$ cat src/rtl/apb_i2c_cmd_sequencer.sv
// APB master that runs one complete I2C transfer through the APB-to-I2C bridge:
// program CONFIG, program TIMEOUT, then push bytes to the TX FIFO or pull bytes
// from the RX FIFO, finishing with a one-cycle done or err pulse.
//
// Handshakes: a command is taken on the cycle where cmd_valid and cmd_ready are
// both high (cmd_ready is high only in IDLE). A write byte is taken on the cycle
// where wr_valid is high in DAT_W; wr_ready pulses in that same cycle. rd_valid
// pulses in the cycle the read access completes and rd_data holds that byte
// until the next rd_valid. Neither stream has back-pressure toward this block.
module apb_i2c_cmd_sequencer #(
  parameter int MAX_BYTES  = 16,
  parameter int WAIT_LIMIT = 255,
  localparam int LW = $clog2(MAX_BYTES + 1)
) (
  input  logic          PCLK,
  input  logic          PRESETn,
  input  logic          cmd_valid,
  output logic          cmd_ready,
  input  logic          cmd_write,
  input  logic [13:0]   cmd_config,
  input  logic [13:0]   cmd_timeout,
  input  logic [LW-1:0] cmd_len,
  input  logic          wr_valid,
  input  logic [31:0]   wr_data,
  output logic          wr_ready,
  output logic          rd_valid,
  output logic [31:0]   rd_data,
  output logic          done,
  output logic          err,
  output logic          PSELx,
  output logic          PENABLE,
  output logic          PWRITE,
  output logic [31:0]   PADDR,
  output logic [31:0]   PWDATA,
  input  logic [31:0]   PRDATA,
  input  logic          PREADY,
  input  logic          PSLVERR,
  input  logic          INT_RX,
  output logic [3:0]    dbg_state
);

  // The wait counter only has to hold 0..WAIT_LIMIT-1; hitting the last value
  // with PREADY still low is the abort condition.
  localparam int WW = (WAIT_LIMIT < 2) ? 1 : $clog2(WAIT_LIMIT);
  localparam logic [WW-1:0] WAIT_LAST = WW'(WAIT_LIMIT - 1);
  localparam logic [LW-1:0] MAX_LEN   = LW'(MAX_BYTES);

  localparam logic [31:0] ADDR_TX   = 32'h0;
  localparam logic [31:0] ADDR_RX   = 32'h4;
  localparam logic [31:0] ADDR_CFG  = 32'h8;
  localparam logic [31:0] ADDR_TMO  = 32'hC;

  typedef enum logic [3:0] {
    S_IDLE  = 4'd0,
    S_CFG_S = 4'd1,
    S_CFG_A = 4'd2,
    S_TMO_S = 4'd3,
    S_TMO_A = 4'd4,
    S_DAT_W = 4'd5,
    S_DAT_S = 4'd6,
    S_DAT_A = 4'd7,
    S_DONE  = 4'd8,
    S_ERR   = 4'd9
  } state_t;

  state_t          state, state_nxt;
  logic            write_q;
  logic [13:0]     cfg_q;
  logic [13:0]     tmo_q;
  logic [LW-1:0]   remaining;
  logic [31:0]     wdata_q;
  logic [31:0]     rd_q;
  logic [WW-1:0]   wait_cnt;
  logic            acc_ok;
  logic            acc_fail;
  logic            in_setup;

  assign dbg_state = state;
  assign acc_ok    = PREADY && !PSLVERR;
  assign acc_fail  = (PREADY && PSLVERR) || (!PREADY && (wait_cnt == WAIT_LAST));
  assign in_setup  = (state == S_CFG_S) || (state == S_TMO_S) || (state == S_DAT_S);

  // cmd_ready stays low while reset is held so nothing is offered before release.
  assign cmd_ready = (state == S_IDLE) && PRESETn;
  assign wr_ready  = (state == S_DAT_W) && write_q && wr_valid;
  assign rd_valid  = (state == S_DAT_A) && !write_q && acc_ok;
  assign rd_data   = rd_valid ? PRDATA : rd_q;
  assign done      = (state == S_DONE);
  assign err       = (state == S_ERR);

  // State register.
  always_ff @(posedge PCLK or negedge PRESETn) begin
    if (!PRESETn) state <= S_IDLE;
    else          state <= state_nxt;
  end

  // Next-state: each access state either holds, advances on a clean completion,
  // or aborts on slave error / wait-limit expiry.
  always_comb begin
    state_nxt = state;
    case (state)
      S_IDLE:  if (cmd_valid) state_nxt = (cmd_len > MAX_LEN) ? S_ERR : S_CFG_S;
      S_CFG_S: state_nxt = S_CFG_A;
      S_CFG_A: begin
        if (acc_fail)    state_nxt = S_ERR;
        else if (acc_ok) state_nxt = S_TMO_S;
      end
      S_TMO_S: state_nxt = S_TMO_A;
      S_TMO_A: begin
        if (acc_fail)    state_nxt = S_ERR;
        else if (acc_ok) state_nxt = (remaining == '0) ? S_DONE : S_DAT_W;
      end
      S_DAT_W: begin
        if (write_q ? wr_valid : !INT_RX) state_nxt = S_DAT_S;
      end
      S_DAT_S: state_nxt = S_DAT_A;
      S_DAT_A: begin
        if (acc_fail)    state_nxt = S_ERR;
        else if (acc_ok) state_nxt = (remaining == LW'(1)) ? S_DONE : S_DAT_W;
      end
      S_DONE:  state_nxt = S_IDLE;
      S_ERR:   state_nxt = S_IDLE;
      default: state_nxt = S_IDLE;
    endcase
  end

  // APB drive: address, direction and data are a pure function of the state so
  // they are stable across setup and access and drop to zero everywhere else.
  always_comb begin
    PSELx   = 1'b0;
    PENABLE = 1'b0;
    PWRITE  = 1'b0;
    PADDR   = '0;
    PWDATA  = '0;
    case (state)
      S_CFG_S, S_CFG_A: begin
        PSELx   = 1'b1;
        PENABLE = (state == S_CFG_A);
        PWRITE  = 1'b1;
        PADDR   = ADDR_CFG;
        PWDATA  = {18'b0, cfg_q};
      end
      S_TMO_S, S_TMO_A: begin
        PSELx   = 1'b1;
        PENABLE = (state == S_TMO_A);
        PWRITE  = 1'b1;
        PADDR   = ADDR_TMO;
        PWDATA  = {18'b0, tmo_q};
      end
      S_DAT_S, S_DAT_A: begin
        PSELx   = 1'b1;
        PENABLE = (state == S_DAT_A);
        PWRITE  = write_q;
        PADDR   = write_q ? ADDR_TX : ADDR_RX;
        PWDATA  = write_q ? wdata_q : 32'h0;
      end
      default: ;
    endcase
  end

  // Command fields, byte counter, write-byte holding register, read-data hold
  // register and the per-access wait counter.
  always_ff @(posedge PCLK or negedge PRESETn) begin
    if (!PRESETn) begin
      write_q   <= 1'b0;
      cfg_q     <= '0;
      tmo_q     <= '0;
      remaining <= '0;
      wdata_q   <= '0;
      rd_q      <= '0;
      wait_cnt  <= '0;
    end else begin
      if (cmd_valid && cmd_ready) begin
        write_q   <= cmd_write;
        cfg_q     <= cmd_config;
        tmo_q     <= cmd_timeout;
        remaining <= cmd_len;
      end
      if (wr_ready) wdata_q <= wr_data;
      if (rd_valid) rd_q <= PRDATA;
      // DAT_A is only entered with remaining >= 1, so this never wraps.
      if (state == S_DAT_A && acc_ok) remaining <= remaining - 1'b1;
      if (in_setup) begin
        wait_cnt <= '0;
      end else if (PENABLE && !PREADY && (wait_cnt != WAIT_LAST)) begin
        wait_cnt <= wait_cnt + 1'b1;
      end
    end
  end

endmodule

$ cat config.mk
export PLATFORM = sky130hd
export DESIGN_NAME = apb_i2c_cmd_sequencer
export DESIGN_NICKNAME = d
export VERILOG_FILES = /design/src/rtl/apb_i2c_cmd_sequencer.sv
export SDC_FILE = /design/constraint.sdc
export NUM_CORES = 1
export LEC_CHECK = 0
export ABC_AREA = 1
export BUFFER_PORTS_ARGS = -buffer_cell sky130_fd_sc_hd__buf_2
export CORE_ASPECT_RATIO = 1.4
export CORE_MARGIN = 3
export CORE_UTILIZATION = 49
export CTS_CLUSTER_SIZE = 8
export DETAILED_ROUTE_END_ITERATION = 16
export MAX_ROUTING_LAYER = met4
export PLACE_DENSITY = 0.8
export SLEW_MARGIN = 20
export SYNTH_ARGS = -nofsm -noshare
export SYNTH_HDL_FRONTEND = slang
export SYNTH_SLANG_ARGS = --single-unit
$ cat constraint.sdc
create_clock -name PCLK -period 1.7 [get_ports PCLK]
set_input_delay 0.085 -clock PCLK [delete_from_list [all_inputs] [get_ports PCLK]]
set_output_delay 0.085 -clock PCLK [all_outputs]
set_load 0.005 [all_outputs]
; ---- Yosys cells after proc, flatten, opt, wreduce, memory -nomap -nowiden
; Index checks and enable logic that the tools add are counted.
[totals]
regBits = 110
word_cells = 82
in_bits = 105
output_inout_bits = 108
[op_classes]
muxes = 25
n_reduce_logical = 29
magnitude_cmp = 1
eq_ne = 17
addsub = 2
[ops]
columns = cell, count
row1 = $pmux 32 s3, 1
row2 = $mux 32, 2
row3 = $mux 4, 11
row4 = $pmux 4 s8, 1
row5 = $eq 4x3->1 const B, 4
row6 = $mux 8, 2
row7 = $logic_and 1x1->1, 12
row8 = $pmux 4 s3, 1
row9 = $mux 5, 2
row10 = $ne 3x3->1 const B, 3
row11 = $add 8x1->8 const B, 1
row12 = $eq 4x2->1 const B, 2
row13 = $eq 4x4->1 const B, 2
row14 = $eq 8x8->1 const B, 1
row15 = $ne 8x8->1 const B, 1
row16 = $reduce_or 2->1, 3
row17 = $reduce_or 6->1, 1
row18 = $eq 5x1->1 const B, 1
row19 = $gt 5x5->1 const B, 1
row20 = $logic_not 5->1, 1
row21 = $reduce_and 5->1, 1
row22 = $sub 5x1->5 const B, 1
row23 = $eq 4x1->1 const B, 1
row24 = $logic_not 1->1, 4
row25 = other kinds (10), 14

; ---- Logic depth before layout (Yosys ltp)
; Gate-level depths: netlist of run 1.
[logic_depth]
word_depth = 7
ltp_mapped = 10
mapped_depth_nobuf = 10

; ---- Least setup slack after synthesis of run 1
; No wires, ideal clock.
[synth_path]
path_kind = flip-flop to flip-flop
from = reg state[0] (netlist: dbg_state[0])
to = reg state[0] (netlist: dbg_state[0])
setup_ps = 117
period_less_slack_ps = 1479
path_buffers = 1
t_arrival_ps = 1362
slack_ps = 221
required_ps = 1583
stages_incl_launch_ff = 10
cell_sequence = dfrtp_1 > buf_2 > nor2_1 > nand2_1 > nand3_1 > nand2_2 > nand2_1 > nor2_1 > nand2_1 > nand2_1
[synth_between]
elab_chain_len = 3
elab_cells_between_ends = 15
cone_classes = eq/ne: 12 / mux: 1 / reduce/logical: 2
[synth_lines]
columns = element, line
row1 = from (decl), 66  ; state_t state, state_nxt;
row2 = from (signal assigned), 94  ; else state <= state_nxt;
row3 = $eq 4x3->1 (tied with other cells), 101  ; case (state)
row4 = $ne 3x3->1 (no line) (tied with other cells), n/a
row5 = $reduce_and 5->1 (no line), n/a
; Parallel ways exist; a longest one is shown, timed or not.
; A chain may end at the register's enable or synchronous reset.

; ---- Final worst setup path of run 1
[layout_path]
from = reg state[3] (netlist: dbg_state[3])
to = out rd_data[6]
[layout_between]
elab_chain_len = 4
[layout_lines]
columns = element, line
row1 = $eq 4x3->1, 86  ; assign rd_valid = (state == S_DAT_A) && !write_q && acc_ok;
row2 = $logic_and 1x1->1 (2 in a row), 86
row3 = $mux 32, n/a
row4 = to (decl), 27  ; output logic [31:0] rd_data,
; Every way passes these cells.

==> results of run 1 <==
-- cell type report --
| class | count | share of cell area, % |
|---|---|---|
| repair buffers | 352 | 31.2 |
| multi-input cells | 548 | 30.8 |
| flip-flops and latches | 110 | 30.2 |
| clock buffers | 9 | 2.46 |
| inverters | 32 | 1.92 |
| well taps | 138 | 1.89 |
| clock inverters | 7 | 0.999 |
| repair inverters | 4 | 0.520 |
| diodes | 2 | 0.0548 |
-- cell usage after synthesis --
master,number
a31oi_1,1
nand4_1,3
inv_2,10
ha_1,5
nand2_2,4
o221ai_1,1
nand3_1,54
nor3_1,6
a22oi_2,1
o21ai_1,8
xor2_1,5
nand3b_1,1
clkbuf_1,9
a21o_1,1
inv_1,22
o21ai_0,18
o21ai_2,1
conb_1,1
nor2_1,39
dfrtp_1,110
nor2_4,2
nor2_2,4
nand2_1,358
a21oi_1,3
clkbuf_2,1
buf_2,16
or2_2,1
nor4_1,1
o211ai_1,1
buf_4,33
-- kinds of logic after synthesis --
| group | count (synthesis) | synth area share (%) |
|---|---|---|
| AND/OR/NAND/NOR | 473 | 34.9 |
| flip-flops | 110 | 50.5 |
| buffers and inverters | 91 | 8.93 |
| AO/OA/AOI/OAI | 35 | 3.61 |
| XOR/XNOR | 5 | 0.804 |
| adder cells (fa/ha/maj) | 5 | 1.15 |
| other | 1 | 0.0688 |
-- what timing repair did --
item / 4_1_cts / 5_1_grt
pin swaps: 19 / 29
cloned: 6 / 9
gates resized for setup: 94 / 127
hold buffers: 96 / 0
endpoints found under the setup margin: 70 / 147
buffers inserted: 22 / 20
hold endpoints to repair: 205 / 0
-- layer usage --
metal | routed length (µm) | vias to the layer above | share of wire (%)
met1 | 7810 | 3098 | 33
met3 | 2320 | 143 | 9.7
met2 | 12200 | 488 | 51
met4 | 1580 | 0 | 6.6
li1 | - | 2864 | -
met5 | 0 | - | 0
-- power groups by stage --
stage | clock network (W) | logic, W | registers (W)
detailed placement | 0 | 0.00332 | 0.00388
finish | 0.00225 | 0.00513 | 0.00399
global route | 0.00235 | 0.00554 | 0.00405
floorplan | 0 | 0.00208 | 0.00374
CTS | 0.00223 | 0.00411 | 0.00387
global placement | 0 | 0.00324 | 0.00388
-- worst max-delay path: stages, from the launching register on --
cell and delay, ns:
dfrtp_2 0.44, inv_2 0.08, nand4_1 0.14, inv_2 0.12, nand2_4 0.06, nor2_4 0.10
buf_12 0.14, buf_12 0.15, nand2_1 0.10, nand2_2 0.11, buf_2 0.12
-- layout by cell type, fill, tap and decap left out, types with 10 or more instances in the layout --
master | netlist | final
nand2_1 | 358 | 308
buf_2 | 16 | 173
dfrtp_1 | 110 | 106
dlygate4sd3_1 | 0 | 96
nand2_2 | 4 | 45
buf_4 | 33 | 35
nand3_1 | 54 | 32
conb_1 | 1 | 30
buf_6 | 0 | 23
nor2_4 | 2 | 20
inv_1 | 22 | 20
nor2_1 | 39 | 16
nand3_2 | 0 | 15
o21ai_0 | 18 | 15
clkbuf_16 | 0 | 15
buf_12 | 0 | 11
o21ai_1 | 8 | 10
-- worst paths after layout --
check | startpoint | to | slack, ns | cells past startpoint
setup reg to reg | dbg_state[3] | tmo_q[1] | -0.24 | 11
min in group asynchronous | PRESETn | remaining[2] | 0.34 | 3
setup / recovery | dbg_state[3] | rd_data[6] | -0.31 | 10
hold / removal | cmd_len[2] | remaining[2] | 0.02 | 3
max in group asynchronous | PRESETn | cfg_q[4] | 0.88 | 3
hold reg to reg | rd_q[28] | rd_q[28] | 0.48 | 2
-- stage by stage --
stage	instance area, µm²	setup WS (ns)
5_1_grt	9140	-0.397
6_report	9140	-0.307
4_1_cts	8390	-0.217
3_5_place_dp	6480	0.0142
3_3_place_gp	6480	0.0382
2_1_floorplan	5560	0.221
-- state kept, by name, summed over array words and instances, names as in the netlist --
name,count
remaining,5
wait_cnt,8
dbg_state,4
wdata_q,32
cfg_q,14
rd_q,32
write_q,1
tmo_q,14
==> flow_summary.toml, run 1 <==
[status]
outcome = "finished with violations"
failed_checks = "negative setup slack"

[clocking]
cts_tree = "built"
cts_buffer_depth = 2
clk_latency_ns = 0.35
cts_buffers = 9
cts-root-buf = "clkbuf_16"
clkSinkCount = 110
ctsHtreeMaxLevel = 3
clk_pin_slew_ns = 0.08

[logic_synthesis]
synthTopCellsByArea = "dfrtp_1, nand2_1, nand3_1"
synth_cells = 720
syn_area_um2 = 5450
synth_top_area_share_pct = 50.5
ys.warnings.count = 0
yosysSeqAreaShare_pct = 50.5
ys_types = 30
yosys.area.top_type = "dfrtp_1"
synth_area_per_cell_um2 = 7.57
synth-seq-cells = 110

[floorplanning]
die_h_um = 131
top_level_ports = 213
core.rowCount = 44
die_area_um2 = 12400
core_area_um2 = 10600
die_x_um = 95.1
initial_core_util_pct = 51.3

[place]
place_hpwl_um = 10800
dp_cells = 1032
gp_congestion = 0.892
placement.io_buffers = 182

[power_and_ir_drop]
power_frac_comb_pct = 45.1
ir_worst_vdd_v = 0.000721
power.internal_w = 0.00677
clkPwrFrac_pct = 19.8
power_w = 0.0114
p_per_area_nw_per_um2 = 1240
power.leakage_nw = 4.99
p_switching_w = 0.00460
pwr-share-seq_pct = 35.1
p_sw_share_pct = 40.5

[grt]
grt_first_pass_wirelength_um = 30800
grtUsageMet1_pct = 38.0
grtUsageMet2_pct = 55.7
grt-busiest-layer = "met2"
grt_max_degree = 111
overflow = 0
grt_pass1_vias = 6295
grt_util_all_layers_pct = 33.1
use_met3_pct = 6.99
antenna_found_initial = 1

[timing]
hold_slack_ns = 0.0162
post-route-period-util_pct = 118
setup_ws_ns = -0.307
rsz0062_at_grt = "yes"
final.setup.tns_ns = -25.66
hold_viol = 0
relSlewSlack_pct = 59.3
setup_violations = 150
period_needed_ns = 2.01
drv_slew = 0
max_slew.worst_pin.slew_ns = 0.611
skew_ns = 0.00743
max_freq_ghz = 0.498

[critical_path]
crit_arrival_ns = 1.92
path_max_fanout = 19
criticalPathCategory = "flip-flop to output port"
startpoint_type = "flip-flop"
worstPathRequired_ns = 1.62
endpoint_kind = "output port"

[layout]
ff_latch_area_um2 = 2760
final_cell_count_no_fill = 1202
multi_input_area_um2 = 2810
nNetsFinal = 1167
areaGrowthSynthToFinish_pct = 67.8
postLayoutCoreUtil_pct = 86.0
drive_gt1_share_pct = 37.9
nFillCells = 526

[detailed_routing]
drt-initial-drc-count = 459
drc_errors = 0
dr_total_vias = 6593
wire_per_inst_um = 19.9
via_per_inst = 5.49
wirelength_um = 23900
ant_nets = 0
first_pass_iters = 5

[worst_hold_path]
hold_path_class = "primary input to flip-flop"

[run]
maxCapViolCount = 0
(Power assumes the default switching activity.)
==> inputs of run 2 (changes only) <==
--- a/config.mk
+++ b/config.mk
@@ -6,7 +6,7 @@
 export NUM_CORES = 1
 export LEC_CHECK = 0
 export ABC_AREA = 1
-export BUFFER_PORTS_ARGS = -buffer_cell sky130_fd_sc_hd__buf_2
+export BUFFER_PORTS_ARGS = -buffer_cell sky130_fd_sc_hd__clkbuf_2
 export CORE_ASPECT_RATIO = 1.4
 export CORE_MARGIN = 3
 export CORE_UTILIZATION = 49
==> run 2 against run 1 <==
The run still ends with negative setup slack left. Clock skew is 0.011 ns higher. Largest cell class unchanged. Highest routed layer unchanged. Sequential share of layout area is 0.63 points higher. Fmax is 0.88% lower. Largest power group unchanged. Utilization is 1.8 points lower. Sequential cell count stayed put. Register-to-register slack worse by 0.02 ns.
==> flow_summary.toml, run 2 (synthesis gave the netlist of run 1 again) <==
[status]
outcome = "finished with violations"
failed_checks = "negative setup slack"

[timing]
relSlewSlack_pct = 57.1
post-route-period-util_pct = 119
rsz0062_at_grt = "yes"
skew_ns = 0.0185
period_needed_ns = 2.02
max_freq_ghz = 0.494
hold_slack_ns = 0.0249
setup_violations = 82
hold_viol = 0
setup_ws_ns = -0.325
drv_slew = 0
max_slew.worst_pin.slew_ns = 0.643

[layout]
drive_gt1_share_pct = 38.1
final_cell_count_no_fill = 1201
nNetsFinal = 1167
final_common_cell = "nand2_1"
nFillCells = 585
areaGrowthSynthToFinish_pct = 64.2
postLayoutCoreUtil_pct = 84.2
top_regs = "rd_q: 32 flops, wdata_q: 32 flops"
multi_input_area_um2 = 2760
ff_latch_area_um2 = 2760
final_cell_mix = "nand2_1, clkbuf_2, dfrtp_1"

[critical_path]
worstPathRequired_ns = 1.62
endpoint_kind = "output port"
startpoint = "dbg_state[0]"
startpoint_type = "flip-flop"
reg2reg_from = "dbg_state[1]"
r2r_slack_ns = -0.26
crit_arrival_ns = 1.94
path_max_fanout = 7
criticalPathCategory = "flip-flop to output port"

[power_and_ir_drop]
p_per_area_nw_per_um2 = 1250
power.leakage_nw = 4.90
power_w = 0.0112
ir_worst_vdd_v = 0.000832

[grt]
grt_pass1_vias = 6094
overflow = 0
grt_util_all_layers_pct = 31.0
grt_max_degree = 111
antenna_found_initial = 1
grt_first_pass_wirelength_um = 28900

[clocking]
clk_pin_slew_ns = 0.07
cts_tree = "built"
clk_latency_ns = 0.36
cts_buffers = 9
cts_buffer_depth = 2
cts-root-buf = "clkbuf_16"
clkSinkCount = 110
ctsHtreeMaxLevel = 3

[place]
gp_congestion = 0.905
place_hpwl_um = 11100
placement.io_buffers = 182
pre_cts_ws_ns = -0.000330
dp_cells = 1040

[floorplanning]
die_area_um2 = 12400
die_h_um = 131
die_x_um = 95.1
core.rowCount = 44
initial_core_util_pct = 51.3
top_level_ports = 213
core_area_um2 = 10600

[detailed_routing]
wirelength_um = 22700
drc_errors = 0
wire_per_inst_um = 18.9
via_per_inst = 5.34
dr_total_vias = 6408
drt-initial-drc-count = 418
first_pass_iters = 5
ant_nets = 0

[worst_hold_path]
hold_path_class = "primary input to flip-flop"
hold_path_startpoint = "cmd_timeout[3]"

[run]
maxCapViolCount = 0
[run 2: cell count changes in the layout (fill, tap and decap cells not counted), sizes merged]
| cell | previous run | this run |
|---|---|---|
| clkbuf | 15 | 167 |
| dlygate4sd3 | 96 | 97 |
| clkinv | 5 | 3 |
| buf | 250 | 100 |
| bufinv | 1 | 0 |
| diode | 2 | 1 |
[run 2: worst paths after layout]
| kind | cells past startpoint | to |
|---|---|---|
| worst min-delay path | 3 | tmo_q[3] |
| worst max register to register | 11 | wait_cnt[3] |
| min in group asynchronous | 3 | dbg_state[2] |
| max in group asynchronous | 3 | tmo_q[4] |
| worst max-delay path | 9 | rd_data[19] |
| worst min register to register | 2 | wdata_q[0] |
[run 2: report_power, final]
group,internal (W),switching (W)
Combinational,0.00227,0.00284
Sequential,0.00338,0.000564
Clock,0.00103,0.00106
Total,0.00669,0.00447
[run 2: timing repair]
item | in CTS | in global routing
setup endpoints to repair | 70 | 149
hold buffers | 97 | 0
resized for setup | 60 | 168
setup buffers | 18 | 21
pin swaps | 9 | 39
hold endpoints to repair | 206 | 0
gates cloned | 5 | 4
[run 2: worst max-delay path: stages (launching register included)]
cell     delay [ns]
dfrtp_2        0.43
nand4_1        0.19
inv_2          0.14
nand2_4        0.07
nor2_4         0.13
buf_12         0.17
buf_12         0.14
nand2_1        0.06
nand2_1        0.13
buf_2          0.14
[run 2: final cells by class]
cell class / instances / area share [%]
flip-flops and latches: 110 / 30.8
repair buffers: 355 / 31.3
clock inverters: 7 / 0.727
repair inverters: 1 / 0.126
inverters: 32 / 1.73
well taps: 138 / 1.93
diodes: 1 / 0.0280
clock buffers: 9 / 2.52
multi-input cells: 548 / 30.8
[run 2: per-stage QoR]
step                        TNS, ns  instance area, µm²
after floorplan                   0                5560
after global placement            0                6540
after detailed placement  -0.000330                6540
after CTS                    -10.31                8220
after global routing         -20.06                8950
final                        -16.91                8950
[run 2: routing by layer]
layer  routed length (µm)  GRT usage (%)  vias to the layer above
met5                    0              -                        -
met4                 1120           13.0                        0
met3                 1990           6.53                      102
met2                11700           52.7                      409
met1                 7890           35.2                     3042
li1                     -              -                     2855
